**config.mk**
```make
export PLATFORM = sky130hd
export DESIGN_NAME = uart_byte_tx
export DESIGN_NICKNAME = d
export VERILOG_FILES = /design/src/rtl/uart_byte_tx.sv
export SDC_FILE = /design/constraint.sdc
export NUM_CORES = 1
export LEC_CHECK = 0
export ABC_CLOCK_PERIOD_IN_PS = 2600
export CAP_MARGIN = 5
export CORE_MARGIN = 2
export CORE_UTILIZATION = 45
export DETAILED_ROUTE_END_ITERATION = 8
export PLACE_DENSITY = 0.71
export REMOVE_ABC_BUFFERS = 1
export SLEW_MARGIN = 20
export SYNTH_ARGS = -nofsm -noshare
export SYNTH_HDL_FRONTEND = slang
export SYNTH_SLANG_ARGS = --single-unit
```
**constraint.sdc**
```tcl
create_clock -name clk -period 2.6 [get_ports clk]
set_clock_uncertainty 0.15 [all_clocks]
set_input_delay 0.52 -clock clk [delete_from_list [all_inputs] [get_ports clk]]
set_output_delay 0.52 -clock clk [all_outputs]
set_load 0.005 [all_outputs]
```
**src/rtl/uart_byte_tx.sv**
```systemverilog
// uart_byte_tx: serialises one byte per accept as start, LSB-first data, optional parity and stop bits.
// Every output is registered and the frame ends with a one-cycle transmissionDone pulse.
module uart_byte_tx #(
    parameter int CLKS_PER_BIT = 16,
    parameter int PARITY       = 0,
    parameter int STOP_BITS    = 1
) (
    input  logic       clk,
    input  logic       rst,
    input  logic [7:0] dataIn,
    input  logic       transmissionStart,
    output logic       tx,
    output logic       busy,
    output logic       transmissionDone
);
    localparam int BW = $clog2(CLKS_PER_BIT * STOP_BITS);
    localparam logic [BW-1:0] BIT_LAST  = BW'(CLKS_PER_BIT - 1);
    localparam logic [BW-1:0] STOP_LAST = BW'(CLKS_PER_BIT * STOP_BITS - 1);

    typedef enum logic [2:0] {S_IDLE, S_START, S_DATA, S_PAR, S_STOP} state_t;

    state_t        state, state_n;
    logic [BW-1:0] baud_cnt, baud_cnt_n;
    logic [2:0]    bit_idx, bit_idx_n;
    logic [7:0]    data;
    logic          par_bit, last, accept, tx_n, busy_n, done_n;

    assign accept = state == S_IDLE && transmissionStart;
    // The stop state stretches over all stop bits with one count instead of repeating per bit.
    assign last   = baud_cnt == (state == S_STOP ? STOP_LAST : BIT_LAST);

    always_ff @(posedge clk or posedge rst) begin
        if (rst) begin
            state            <= S_IDLE;
            baud_cnt         <= '0;
            bit_idx          <= '0;
            data             <= '0;
            par_bit          <= 1'b0;
            tx               <= 1'b1;
            busy             <= 1'b0;
            transmissionDone <= 1'b0;
        end else begin
            state            <= state_n;
            baud_cnt         <= baud_cnt_n;
            bit_idx          <= bit_idx_n;
            if (accept) begin
                data    <= dataIn;
                par_bit <= ^dataIn ^ (PARITY == 2);
            end
            tx               <= tx_n;
            busy             <= busy_n;
            transmissionDone <= done_n;
        end
    end

    always_comb begin
        state_n = state;
        case (state)
            S_IDLE:  state_n = accept ? S_START : S_IDLE;
            S_START: state_n = last ? S_DATA : S_START;
            S_DATA:  state_n = (last && bit_idx == 3'd7) ? (PARITY != 0 ? S_PAR : S_STOP) : S_DATA;
            S_PAR:   state_n = last ? S_STOP : S_PAR;
            S_STOP:  state_n = last ? S_IDLE : S_STOP;
            default: state_n = S_IDLE;
        endcase
        baud_cnt_n = (state == S_IDLE || last) ? '0 : baud_cnt + 1'b1;
        bit_idx_n  = state == S_DATA ? ((last && bit_idx != 3'd7) ? bit_idx + 3'd1 : bit_idx) : 3'd0;
    end

    // Outputs are computed from the next state so they change on the same edge as the state.
    always_comb begin
        tx_n   = state_n == S_START ? 1'b0 :
                 state_n == S_DATA  ? data[bit_idx_n] :
                 state_n == S_PAR   ? par_bit : 1'b1;
        busy_n = state_n != S_IDLE;
        done_n = state == S_STOP && last;
    end
endmodule

```
==> results_dict.tcl <==
set metrics [dict create \
    remaining_drc_errors 0 \
    clock_path_buffers 2 \
    worstPathMaxFanout 6 \
    nNetsFinal 128 \
    global_route.usage.met3_pct 2.54 \
    hold_path_depth 1 \
    switching_share_pct 32.1 \
    fp.dieArea_um2 2850 \
    timing.slew.headroom_pct 63.0 \
    die-height_um 53.4 \
    drive_above_1_share_pct 17.7 \
    vias_per_cell 5.55 \
    preCtsSetupSlack_ps 252 \
    track_usage_pct 16.3 \
    hold_path.class "reg2reg" \
    nFillCells 204 \
    fin_crit_sh_pct 90.8 \
    worstHoldStart "baud_cnt[0]" \
    cts_buffers 3 \
    final-seq-area_um2 552 \
    slew_violations 0 \
    ant_nets 0 \
    r2r-end "tx" \
    ff2ff_setup_slack_ps 240 \
    cts_tree "built" \
    post-route-min-period_ps 2360 \
    power.share.clock_pct 16.8 \
    power_frac_comb_pct 32.2 \
    fin_ws_ps 239 \
    clock.fmax_ghz 0.424 \
    worstPathRequired_ps 2700 \
    synthCells 96 \
    min_to "baud_cnt[0]" \
    grt_use_met2_pct 27.6 \
    grt_pass1_vias 737 \
    cts_setup_buffers 0 \
    worst-path-buf-inv 0 \
    totalWireLength_um 1940 \
    ys_warn_count 0 \
    initial_core_util_pct 48.7 \
    endpoint_kind "flip-flop" \
    use_met1_pct 18.3 \
    placed_cell_area_um2 1270 \
    outcome "finished, final reports clean" \
    insertion_delay_ps 310 \
    die_width_um 53.4 \
    finalSetupViolations 0 \
    wl_per_cell_um 13.8 \
    ys_seq_area_share_pct 50.3 \
    grt_max_degree 16 \
    p_sw_uw 365 \
    rsz0062_at_grt "false" \
    utilization_pct 57.9 \
    synth_seq_cells 22 \
    leakage_nw 0.585 \
    clk_pin_slew_ps 120 \
    hold_ws_ps 335 \
    crit_type "reg2reg" \
    start_kind "flip-flop" \
    place_congestion 0.819 \
    drt-initial-drc-count 15 \
    p_int_uw 773 \
    grt-busiest-layer "met2" \
    cts_resized 0 \
    dr.pass1.iters 4 \
    vias 782 \
    grt_pass1_wl_um 3190 \
    grt_antenna_before_repair 0 \
    reg2regPathDepth 7 \
    syn_to_final_growth_pct 18.9 \
    multi_input_area_um2 529 \
    fin_tns_setup_ps 0 \
    synth.distinct_cells 32 \
    crit_family "simple AND/OR/NAND/NOR gates" \
    p_seq_share_pct 51.0 \
    h-tree-depth 1 \
    path_depth 7 \
    r2r_start "bit_idx[0]" \
    core_area_um2 2250 \
    numClockSinks 22 \
    vdd_drop_max_v 0.000594 \
    critPathMaxStageDelay_ps 450 \
    power_per_cell_area_nw_per_um2 873 \
    grt-ovfl-total 0 \
    maxCapViolCount 0 \
    diodes 0 \
    cts_root_buf "clkbuf_4" \
    hpwl_um 1510 \
    pin_count 14 \
    critical_path.cell_chain "ha_1 > ha_1 > nand4b_4 > or3b_1 > a31oi_1 > nor4_1 > a2111o_1" \
    portBuffers 13 \
    netlist_area_um2 1100 \
    fin_area_um2 1310 \
    rows 17 \
    crit_top_cell "ha_1" \
    holdBufCountCts 0 \
    slowest_stage "dfrtp_1" \
    syn_avg_cell_area_um2 11.4 \
    hold_viol_final 0 \
    cp.arrival_ps 2460 \
    worst_pin_slew_ps 554 \
]
registers in the layout, summed over array words and instances, names as in the netlist:
signal	count
transmissionDone	1
busy	1
bit_idx	3
data	8
tx	1
state	3
baud_cnt	4
par_bit	1
how the worst max path moves through the flow:
| stage | slack (ps) | start | to |
|---|---|---|---|
| after floorplan | 370 | bit_idx[0] | tx |
| after global placement | 310 | bit_idx[0] | tx |
| after detailed placement | 250 | bit_idx[0] | tx |
| after CTS | 230 | bit_idx[0] | tx |
| after global routing | 120 | bit_idx[0] | tx |
| final | 240 | bit_idx[0] | tx |
cell families after synthesis:
kind of cell | Yosys count | synth area share [%]
simple gates | 33 | 17.1
flops | 22 | 50.3
mux | 13 | 12.9
compound gates | 11 | 6.84
xor+xnor | 10 | 7.98
buf+inv | 4 | 1.48
fa+ha+maj | 3 | 3.42
Yosys cell counts:
master | count | area share, %
dfrtp_1 | 21 | 48
or2_2 | 1 | 0.57
and2_1 | 2 | 1.1
nor2b_1 | 1 | 0.57
nand2_1 | 3 | 1.0
dfstp_2 | 1 | 2.4
nor4_1 | 1 | 0.57
buf_2 | 1 | 0.46
nor3_1 | 4 | 1.8
or3_1 | 2 | 1.1
a211oi_1 | 1 | 0.68
a31o_2 | 1 | 0.80
mux2i_1 | 4 | 3.6
o22ai_1 | 1 | 0.57
o211ai_1 | 1 | 0.68
inv_1 | 2 | 0.68
and3_2 | 1 | 0.68
a31oi_1 | 3 | 1.7
o21ai_0 | 1 | 0.46
mux2_2 | 9 | 9.2
nor3b_1 | 2 | 1.4
a21oi_1 | 2 | 0.91
nor2_1 | 11 | 3.8
nand2b_1 | 1 | 0.57
ha_1 | 3 | 3.4
or3b_1 | 1 | 0.80
a2111o_1 | 1 | 1.0
nand4b_4 | 1 | 2.2
xor2_1 | 2 | 1.6
nand3_1 | 2 | 0.91
xnor2_1 | 8 | 6.4
clkbuf_1 | 1 | 0.34
power by group through the flow:
stage	registers [mW]	clock network (mW)	logic (mW)
floorplan	0.558	0	0.274
global placement	0.585	0	0.356
detailed placement	0.588	0	0.370
CTS	0.580	0.195	0.372
global route	0.601	0.210	0.413
finish	0.581	0.191	0.367
per-layer routing:
metal	share of wire (%)	up-vias	wire, um
met1	44	378	859
met4	2.6	0	51
met5	0	-	0
li1	-	377	-
met3	4.3	5	83
met2	49	22	945
per-stage QoR:
| stage | total power [mW] | instances |
|---|---|---|
| 2_1_floorplan | 0.833 | 94 |
| 3_3_place_gp | 0.941 | 137 |
| 3_5_place_dp | 0.958 | 137 |
| 4_1_cts | 1.15 | 141 |
| 5_1_grt | 1.22 | 141 |
| 6_report | 1.14 | 141 |
placed cells by master, fill, tap and decap left out, drive strengths merged, types with 3 or more instances in the layout:
cell type	netlist	layout
dfrtp	21	21
ha	3	3
nor3	4	4
nor2	11	11
a31oi	3	3
clkbuf	1	4
nand2	3	3
mux2	9	9
xnor2	8	8
clkdlybuf4s50	0	13
mux2i	4	4
area by class of cell:
cell class / instances / area share [%]
multi-input cells: 70 / 40.6
repair buffers: 15 / 11.1
inverters: 2 / 0.575
flip-flops and latches: 22 / 42.3
clock buffers: 4 / 2.78
well taps: 28 / 2.68
(Power assumes the default switching activity.)
